--- src/rtl/dct_pkg.sv ---
// Shared types and helpers for the DCT transpose buffer.
// Holds bank/read states and the transpose address mapping.
package dct_pkg;

  localparam int N_DEF     = 8;
  localparam int WIDTH_DEF = 10;
  localparam int ADDR_W    = $clog2(N_DEF * N_DEF);

  typedef enum logic [1:0] {
    EMPTY,
    FILLING,
    FULL
  } bank_state_t;

  typedef enum logic {
    IDLE,
    READ
  } rd_state_t;

  // Column-major walk over a row-major N x N block.
  function automatic logic [31:0] tr_addr(
    input logic [31:0] k,
    input logic [31:0] n
  );
    return (k % n) * n + (k / n);
  endfunction

endpackage

--- src/rtl/dct_transpose_buffer_ram.sv ---
// Simple dual-port RAM: synchronous write, registered read.
// Both ping-pong banks share it; the bank select is the address MSB.
module transpose_bank_ram #(
  parameter int DEPTH = 128,
  parameter int WIDTH = 10,
  parameter int AW    = 7
) (
  input  logic             clk,
  input  logic             we,
  input  logic [AW-1:0]    waddr,
  input  logic [WIDTH-1:0] wdata,
  input  logic             re,
  input  logic [AW-1:0]    raddr,
  output logic [WIDTH-1:0] rdata
);

  logic [WIDTH-1:0] mem [DEPTH];
  logic [WIDTH-1:0] rdata_q;

  // Storage array and read-data register.
  always_ff @(posedge clk) begin
    if (we) mem[waddr] <= wdata;
    if (re) rdata_q <= mem[raddr];
  end

  assign rdata = rdata_q;

endmodule

--- src/rtl/dct_transpose_buffer.sv ---
// Ping-pong transpose buffer between the row and column DCT passes.
// Optional Out_Sof start-of-block flag: define DCT_TRANSPOSE_SOF_EN.
module dct_transpose_buffer
  import dct_pkg::*;
#(
  parameter int N     = N_DEF,
  parameter int WIDTH = WIDTH_DEF
) (
  input  logic                    Clock,
  input  logic                    Reset,
  input  logic                    En_In,
  input  logic signed [WIDTH-1:0] In_Data,
  input  logic                    Mode,
  input  logic                    Out_Ready,
  output logic                    En_Out,
  output logic signed [WIDTH-1:0] Out_Data,
  output logic                    Overflow
`ifdef DCT_TRANSPOSE_SOF_EN
  ,
  output logic                    Out_Sof
`endif
);

  localparam int NN = N * N;
  localparam int AW = $clog2(NN);
  localparam logic [AW-1:0] LAST = AW'(NN - 1);

  bank_state_t bst_q [2];
  bank_state_t bst_d [2];
  logic [1:0]  bmode_q, bmode_d;
  logic        wbank_q, wbank_d;
  logic [AW-1:0] wcnt_q, wcnt_d;
  logic        ovf_q, ovf_d;

  rd_state_t   rstate_q, rstate_d;
  logic        rbank_q, rbank_d;
  logic [AW-1:0] rcnt_q, rcnt_d;
  logic        v1_q, v1_d;

  logic        ov_q, ov_d;
  logic [WIDTH-1:0] od_q, od_d;
  logic        sv_q, sv_d;
  logic [WIDTH-1:0] sd_q, sd_d;

`ifdef DCT_TRANSPOSE_SOF_EN
  logic        sof1_q, sof1_d;
  logic        osof_q, osof_d;
  logic        ssof_q, ssof_d;
`endif

  logic          wr_ok;
  logic          issue;
  logic          rd_done;
  logic          pop;
  logic          can_issue;
  logic [1:0]    occ;
  logic [AW-1:0] tr_a;
  logic [AW-1:0] rd_a;
  logic [WIDTH-1:0] ram_q;

  assign wr_ok = En_In && (bst_q[wbank_q] != FULL);
  assign pop   = ov_q && Out_Ready;
  assign occ   = {1'b0, ov_q} + {1'b0, sv_q} + {1'b0, v1_q};
  assign can_issue = (occ - {1'b0, pop}) <= 2'd1;
  assign tr_a  = AW'(tr_addr(32'(rcnt_q), 32'(N)));
  assign rd_a  = bmode_q[rbank_q] ? tr_a : rcnt_q;

  transpose_bank_ram #(
    .DEPTH(2 * NN),
    .WIDTH(WIDTH),
    .AW   (AW + 1)
  ) u_ram (
    .clk  (Clock),
    .we   (wr_ok),
    .waddr({wbank_q, wcnt_q}),
    .wdata(In_Data),
    .re   (issue),
    .raddr({rbank_q, rd_a}),
    .rdata(ram_q)
  );

  // Write side and bank bookkeeping; reader frees, writer fills.
  always_comb begin
    bst_d   = bst_q;
    bmode_d = bmode_q;
    wbank_d = wbank_q;
    wcnt_d  = wcnt_q;
    ovf_d   = ovf_q | (En_In & ~wr_ok);
    if (wr_ok) begin
      wcnt_d = wcnt_q + 1'b1;
      if (wcnt_q == '0) begin
        bmode_d[wbank_q] = Mode;
        bst_d[wbank_q]   = FILLING;
      end
      if (wcnt_q == LAST) begin
        bst_d[wbank_q] = FULL;
        wcnt_d         = '0;
        wbank_d        = ~wbank_q;
      end
    end
    if (rd_done) bst_d[rbank_q] = EMPTY;
  end

  // Read FSM: issues one address per cycle while there is room.
  always_comb begin
    rstate_d = rstate_q;
    rbank_d  = rbank_q;
    rcnt_d   = rcnt_q;
    issue    = 1'b0;
    rd_done  = 1'b0;
    unique case (rstate_q)
      IDLE: begin
        if (bst_q[rbank_q] == FULL) begin
          rstate_d = READ;
          issue    = can_issue;
        end
      end
      READ: issue = can_issue;
      default: rstate_d = IDLE;
    endcase
    if (issue) begin
      rcnt_d = rcnt_q + 1'b1;
      if (rcnt_q == LAST) begin
        rcnt_d   = '0;
        rd_done  = 1'b1;
        rbank_d  = ~rbank_q;
        rstate_d = (bst_q[~rbank_q] == FULL) ? READ : IDLE;
      end
    end
    v1_d = issue;
  end

  // Output register plus one-entry skid, fed by the RAM read.
  always_comb begin
    ov_d = ov_q;
    od_d = od_q;
    sv_d = sv_q;
    sd_d = sd_q;
`ifdef DCT_TRANSPOSE_SOF_EN
    sof1_d = issue && (rcnt_q == '0);
    osof_d = osof_q;
    ssof_d = ssof_q;
`endif
    if (pop) begin
      ov_d = sv_q;
      sv_d = 1'b0;
      if (sv_q) od_d = sd_q;
`ifdef DCT_TRANSPOSE_SOF_EN
      if (sv_q) osof_d = ssof_q;
`endif
    end
    if (v1_q) begin
      if (!ov_d) begin
        ov_d = 1'b1;
        od_d = ram_q;
`ifdef DCT_TRANSPOSE_SOF_EN
        osof_d = sof1_q;
`endif
      end else begin
        sv_d = 1'b1;
        sd_d = ram_q;
`ifdef DCT_TRANSPOSE_SOF_EN
        ssof_d = sof1_q;
`endif
      end
    end
  end

  // State registers with synchronous reset.
  always_ff @(posedge Clock) begin
    if (Reset) begin
      bst_q[0] <= EMPTY;
      bst_q[1] <= EMPTY;
      bmode_q  <= '0;
      wbank_q  <= 1'b0;
      wcnt_q   <= '0;
      ovf_q    <= 1'b0;
      rstate_q <= IDLE;
      rbank_q  <= 1'b0;
      rcnt_q   <= '0;
      v1_q     <= 1'b0;
      ov_q     <= 1'b0;
      od_q     <= '0;
      sv_q     <= 1'b0;
      sd_q     <= '0;
`ifdef DCT_TRANSPOSE_SOF_EN
      sof1_q   <= 1'b0;
      osof_q   <= 1'b0;
      ssof_q   <= 1'b0;
`endif
    end else begin
      bst_q    <= bst_d;
      bmode_q  <= bmode_d;
      wbank_q  <= wbank_d;
      wcnt_q   <= wcnt_d;
      ovf_q    <= ovf_d;
      rstate_q <= rstate_d;
      rbank_q  <= rbank_d;
      rcnt_q   <= rcnt_d;
      v1_q     <= v1_d;
      ov_q     <= ov_d;
      od_q     <= od_d;
      sv_q     <= sv_d;
      sd_q     <= sd_d;
`ifdef DCT_TRANSPOSE_SOF_EN
      sof1_q   <= sof1_d;
      osof_q   <= osof_d;
      ssof_q   <= ssof_d;
`endif
    end
  end

  assign En_Out   = ov_q;
  assign Out_Data = od_q;
  assign Overflow = ovf_q;
`ifdef DCT_TRANSPOSE_SOF_EN
  assign Out_Sof  = ov_q & osof_q;
`endif

endmodule

--- config.mk ---
export PLATFORM = sky130hd
export DESIGN_NAME = dct_transpose_buffer
export DESIGN_NICKNAME = d
export VERILOG_FILES = /design/src/rtl/dct_pkg.sv /design/src/rtl/dct_transpose_buffer_ram.sv /design/src/rtl/dct_transpose_buffer.sv
export SDC_FILE = /design/constraint.sdc
export NUM_CORES = 2
export LEC_CHECK = 0
export ABC_AREA = 1
export BUFFER_PORTS_ARGS = -buffer_cell sky130_fd_sc_hd__buf_2
export CAP_MARGIN = 40
export CELL_PAD_IN_SITES_DETAIL_PLACEMENT = 1
export CELL_PAD_IN_SITES_GLOBAL_PLACEMENT = 1
export CORE_AREA = 3 3 362 364
export DETAILED_ROUTE_END_ITERATION = 8
export DIE_AREA = 0 0 365 367
export PLACE_DENSITY_LB_ADDON = 0.05
export SETUP_SLACK_MARGIN = 0.05
export SYNTH_ARGS = -nofsm -noshare
export SYNTH_HDL_FRONTEND = slang
export SYNTH_SLANG_ARGS = --single-unit
--- constraint.sdc ---
create_clock -name Clock -period 2.9 [get_ports Clock]
set_input_delay 0.87 -clock Clock [delete_from_list [all_inputs] [get_ports Clock]]
set_output_delay 0.87 -clock Clock [all_outputs]
set_load 0.05 [all_outputs]
==> metrics <==
fraction of layout cells with a size suffix above 1=10.3%; routed len/inst=24.0 µm; area enclosed by the die boundary=0.134 mm²; Net Sw Frac=23.4%; cell type with the highest occurrence count on the critical path=sky130_fd_sc_hd__nand2_1; number of rows created at floorplan=131; result of the run=complete, no violations; count of mapped cells out of synthesis=5768; clock latency at the later pin of the worst-skew pair=0.77 ns; half-perimeter wire length after placement=115 mm; number of antenna violations at the first check in global routing=5; relative slew slack=49.0%; endpoint kind of the worst setup timing path=flip-flop; Worst Max-Slew Pin Slew=0.764 ns; total congestion overflow after global routing=0; worst vdd ir=0.603 mV; H-tree levels=4; relative contribution of the clock network to total power=42.1%; number of violations of the max-capacitance limit=0; drt first-iter violations=3705; CP max stage cell=sky130_fd_sc_hd__dfxtp_2; total standard cell area after synthesis=0.0587 mm²; Netlist cell types=29; CP max FO=33; vertical die dimension=367 µm; unrepaired setup endpoints after global routing=yes; count of warnings emitted by yosys=0; TritonCTS sink count=1335; DR vias=41900; relative area change from synthesis to final layout=16.5%; CP required=3.42 ns; via count of the first global-routing pass=43200; number of top-level design ports=27; Post-DRT Antenna Nets=0; maximum operating frequency=356 MHz; register bit count reported by yosys=1335; number of fill cells=13700; sequential fraction of the synthesis area=67.6%; leading register cell type out of synthesis=sky130_fd_sc_hd__edfxtp_1; static leakage=28.7 nW; Gate power share=7.7%; pre-CTS setup slack=-0.231 ns; P_sw=0.00985 W; vias per cell=5.38; hold violation count in the final report=0; Max Transition Viols Final=0; EDFF count, synth=1290; CTS root buf=sky130_fd_sc_hd__clkbuf_16; final count of negative-setup-slack endpoints=0; DRC violation count after routing=0; DR pass1 iterations=5; setup skew after layout=0.0247 ns; path type of the worst setup path=flip-flop to flip-flop; global routing usage on met1=37.4%; internal power of the cells=0.0323 W; largest buffer count on any clock path=3; share of power burned in registers=50.3%; Final Worst Setup Slack=0.0928 ns; number of nets in the layout=6019; leading area contributor after synthesis=sky130_fd_sc_hd__edfxtp_1; starting density of the core=45.9%; most heavily used metal layer in global routing=met2; filler-free cell count of the finished design=7777; first-pass GRT wire length=274 mm; CTS Buf Count=148; leading cell type by number of instances after synthesis=sky130_fd_sc_hd__nand2_1; met3 track utilization from global routing=3.81%; weighted congestion at the end of routability-driven global placement=0.862; sort of element at the start of the critical path=flip-flop; final setup TNS=0 ns; IO Port Bufs=26; CP max stage delay=0.34 ns; placeable core area=0.128 mm²; most common library cells after synthesis=sky130_fd_sc_hd__nand2_1 (1317), sky130_fd_sc_hd__nand3_1 (1311), sky130_fd_sc_hd__edfxtp_1 (1290); total wire length=186 mm; share of async-settable or async-resettable flops after synthesis=0%; top-area cell type share of the netlist area=66.0%; synthesized area divided by synthesized cell count=10.2 µm²; Synth area leaders=sky130_fd_sc_hd__edfxtp_1 (66%), sky130_fd_sc_hd__nand3_1 (11%), sky130_fd_sc_hd__nand2_1 (8.4%); final worst path period need=2.81 ns; Hold/Removal Path Class=input pin to flip-flop; clock tree from TritonCTS=done; Die X=365 µm; placed cell count=7489; pwr/cell area=616 mW/mm²; clock slew at reported path FFs=0.06 ns; maximum number of pins on one net before global-route repair=91; syn_nets=5788; sequence of cells on the critical path=buf_4, nand2_1, nand3_4, nand2_8, buf_16, buf_16, nand2_1, nand3_1, nand3_1, nand3_1, nand3_1, nand3_2, nand2_1, nand2_1, nand2_1; WP data arrival=3.33 ns; met2 routing resource usage after global routing=45.7%; part of the cycle the worst path needs=96.8%; Total GRT Usage=27.5%
[flip-flops by register name, summed over array words and instances, names as in the netlist, 2 cells and up]
register,cells
u_ram.mem,1280
Out_Data,10
sd_q,10
u_ram.rdata,10
rcnt_q,6
wcnt_q,6
bst_q,4
bmode_q,2
[power by group through the flow]
stage               registers, W  logic (W)  clock network (W)
finish                    0.0212    0.00323             0.0177
global route              0.0212    0.00350             0.0188
CTS                       0.0212    0.00311             0.0180
detailed placement        0.0216    0.00305                  0
global placement          0.0216    0.00299                  0
floorplan                 0.0216    0.00151                  0
[metrics by stage]
step	util [%]	hold WS, ns	power, W	instance area [µm²]
global route	53.5	0.370	0.0435	68400
global placement	49.5	0.448	0.0246	63200
finish	53.5	0.353	0.0421	68400
detailed placement	49.5	0.455	0.0246	63200
CTS	53.1	0.307	0.0423	67800
floorplan	-	0.439	0.0231	58700
[final timing paths]
path / from / endpoint / slack (ns) / cells past startpoint
max: rbank_q$_SDFFE_PP0P_ / u_ram.rdata[9]$_DFFE_PN_ / 0.09 / 15
min: En_In / Overflow$_SDFF_PP0_ / 0.35 / 3
max reg2reg: rbank_q$_SDFFE_PP0P_ / u_ram.rdata[9]$_DFFE_PN_ / 0.09 / 15
min reg2reg: sd_q[3]$_SDFFE_PP0P_ / sd_q[3]$_SDFFE_PP0P_ / 0.46 / 2
[cell families after synthesis]
kind of cell               after synthesis  share of synthesized area, %
buffers and inverters                 1485                          9.93
adders and majority gates                5                         0.107
AOI/OAI and AO/OA                       62                         0.552
DFF                                   1335                          67.6
xor gates and xnor gates                 4                        0.0597
muxes                                   10                         0.171
and+or+nand+nor                       2867                          21.6
[repair_timing]
item | in CTS | in global routing
gates cloned | 2 | 8
gates resized for setup | 18 | 49
setup buffers | 1 | 11
pin swaps | 1 | 2
hold buffers | 0 | 0
endpoints found under the setup margin | 10 | 444
endpoints found under the hold margin | 0 | 0
[critical path: cells and delay by family (launching register included)]
kind	cells	cell delay, ns
and+or+nand+nor	12	1.50
DFF	1	0.34
buffers and inverters	3	0.69
[metal layers]
metal	vias up	routed length (µm)
met1	21200	80400
met3	255	9700
met2	1102	91300
met4	0	4970
met5	-	0
li1	19300	-
[layout by cell type (no fill, tap or decap), types with 2 or more instances in the layout]
cell type	count
sky130_fd_sc_hd__buf_12	65
sky130_fd_sc_hd__a21oi_1	33
sky130_fd_sc_hd__bufinv_16	5
sky130_fd_sc_hd__nand3_1	1286
sky130_fd_sc_hd__xor2_1	4
sky130_fd_sc_hd__bufbuf_16	2
sky130_fd_sc_hd__edfxtp_1	1290
sky130_fd_sc_hd__o21ai_4	3
sky130_fd_sc_hd__nor2_1	155
sky130_fd_sc_hd__buf_8	3
sky130_fd_sc_hd__inv_16	2
sky130_fd_sc_hd__nor3b_1	2
sky130_fd_sc_hd__inv_6	2
sky130_fd_sc_hd__clkinv_2	27
sky130_fd_sc_hd__ha_1	5
sky130_fd_sc_hd__o21ai_0	21
sky130_fd_sc_hd__buf_2	16
sky130_fd_sc_hd__dfxtp_1	44
sky130_fd_sc_hd__nand2_8	3
sky130_fd_sc_hd__buf_6	26
sky130_fd_sc_hd__a211oi_1	2
sky130_fd_sc_hd__nand2_2	5
sky130_fd_sc_hd__clkbuf_1	34
sky130_fd_sc_hd__nand3_2	24
sky130_fd_sc_hd__diode_2	2
sky130_fd_sc_hd__clkinv_1	42
sky130_fd_sc_hd__buf_4	257
sky130_fd_sc_hd__nand3b_1	60
sky130_fd_sc_hd__clkbuf_16	162
sky130_fd_sc_hd__nor3_1	8
sky130_fd_sc_hd__nand2_1	1314
sky130_fd_sc_hd__buf_16	14
sky130_fd_sc_hd__inv_1	1169
sky130_fd_sc_hd__mux2i_1	10
sky130_fd_sc_hd__nand3_4	2
sky130_fd_sc_hd__nand4_1	5
[final cells by class]
class / count / area [µm²] / area share [%]
clock inverter: 75 / 468 / 0.684
timing repair buffer: 391 / 4300 / 6.29
antenna: 2 / 5.00 / 0.00732
tap: 1662 / 2080 / 3.04
multi-input combinational: 2948 / 13400 / 19.7
clock buffer: 189 / 4000 / 5.84
inverter: 1175 / 4450 / 6.50
sequential: 1335 / 39600 / 58.0
Note: power is estimated with default switching activity, not from simulation.
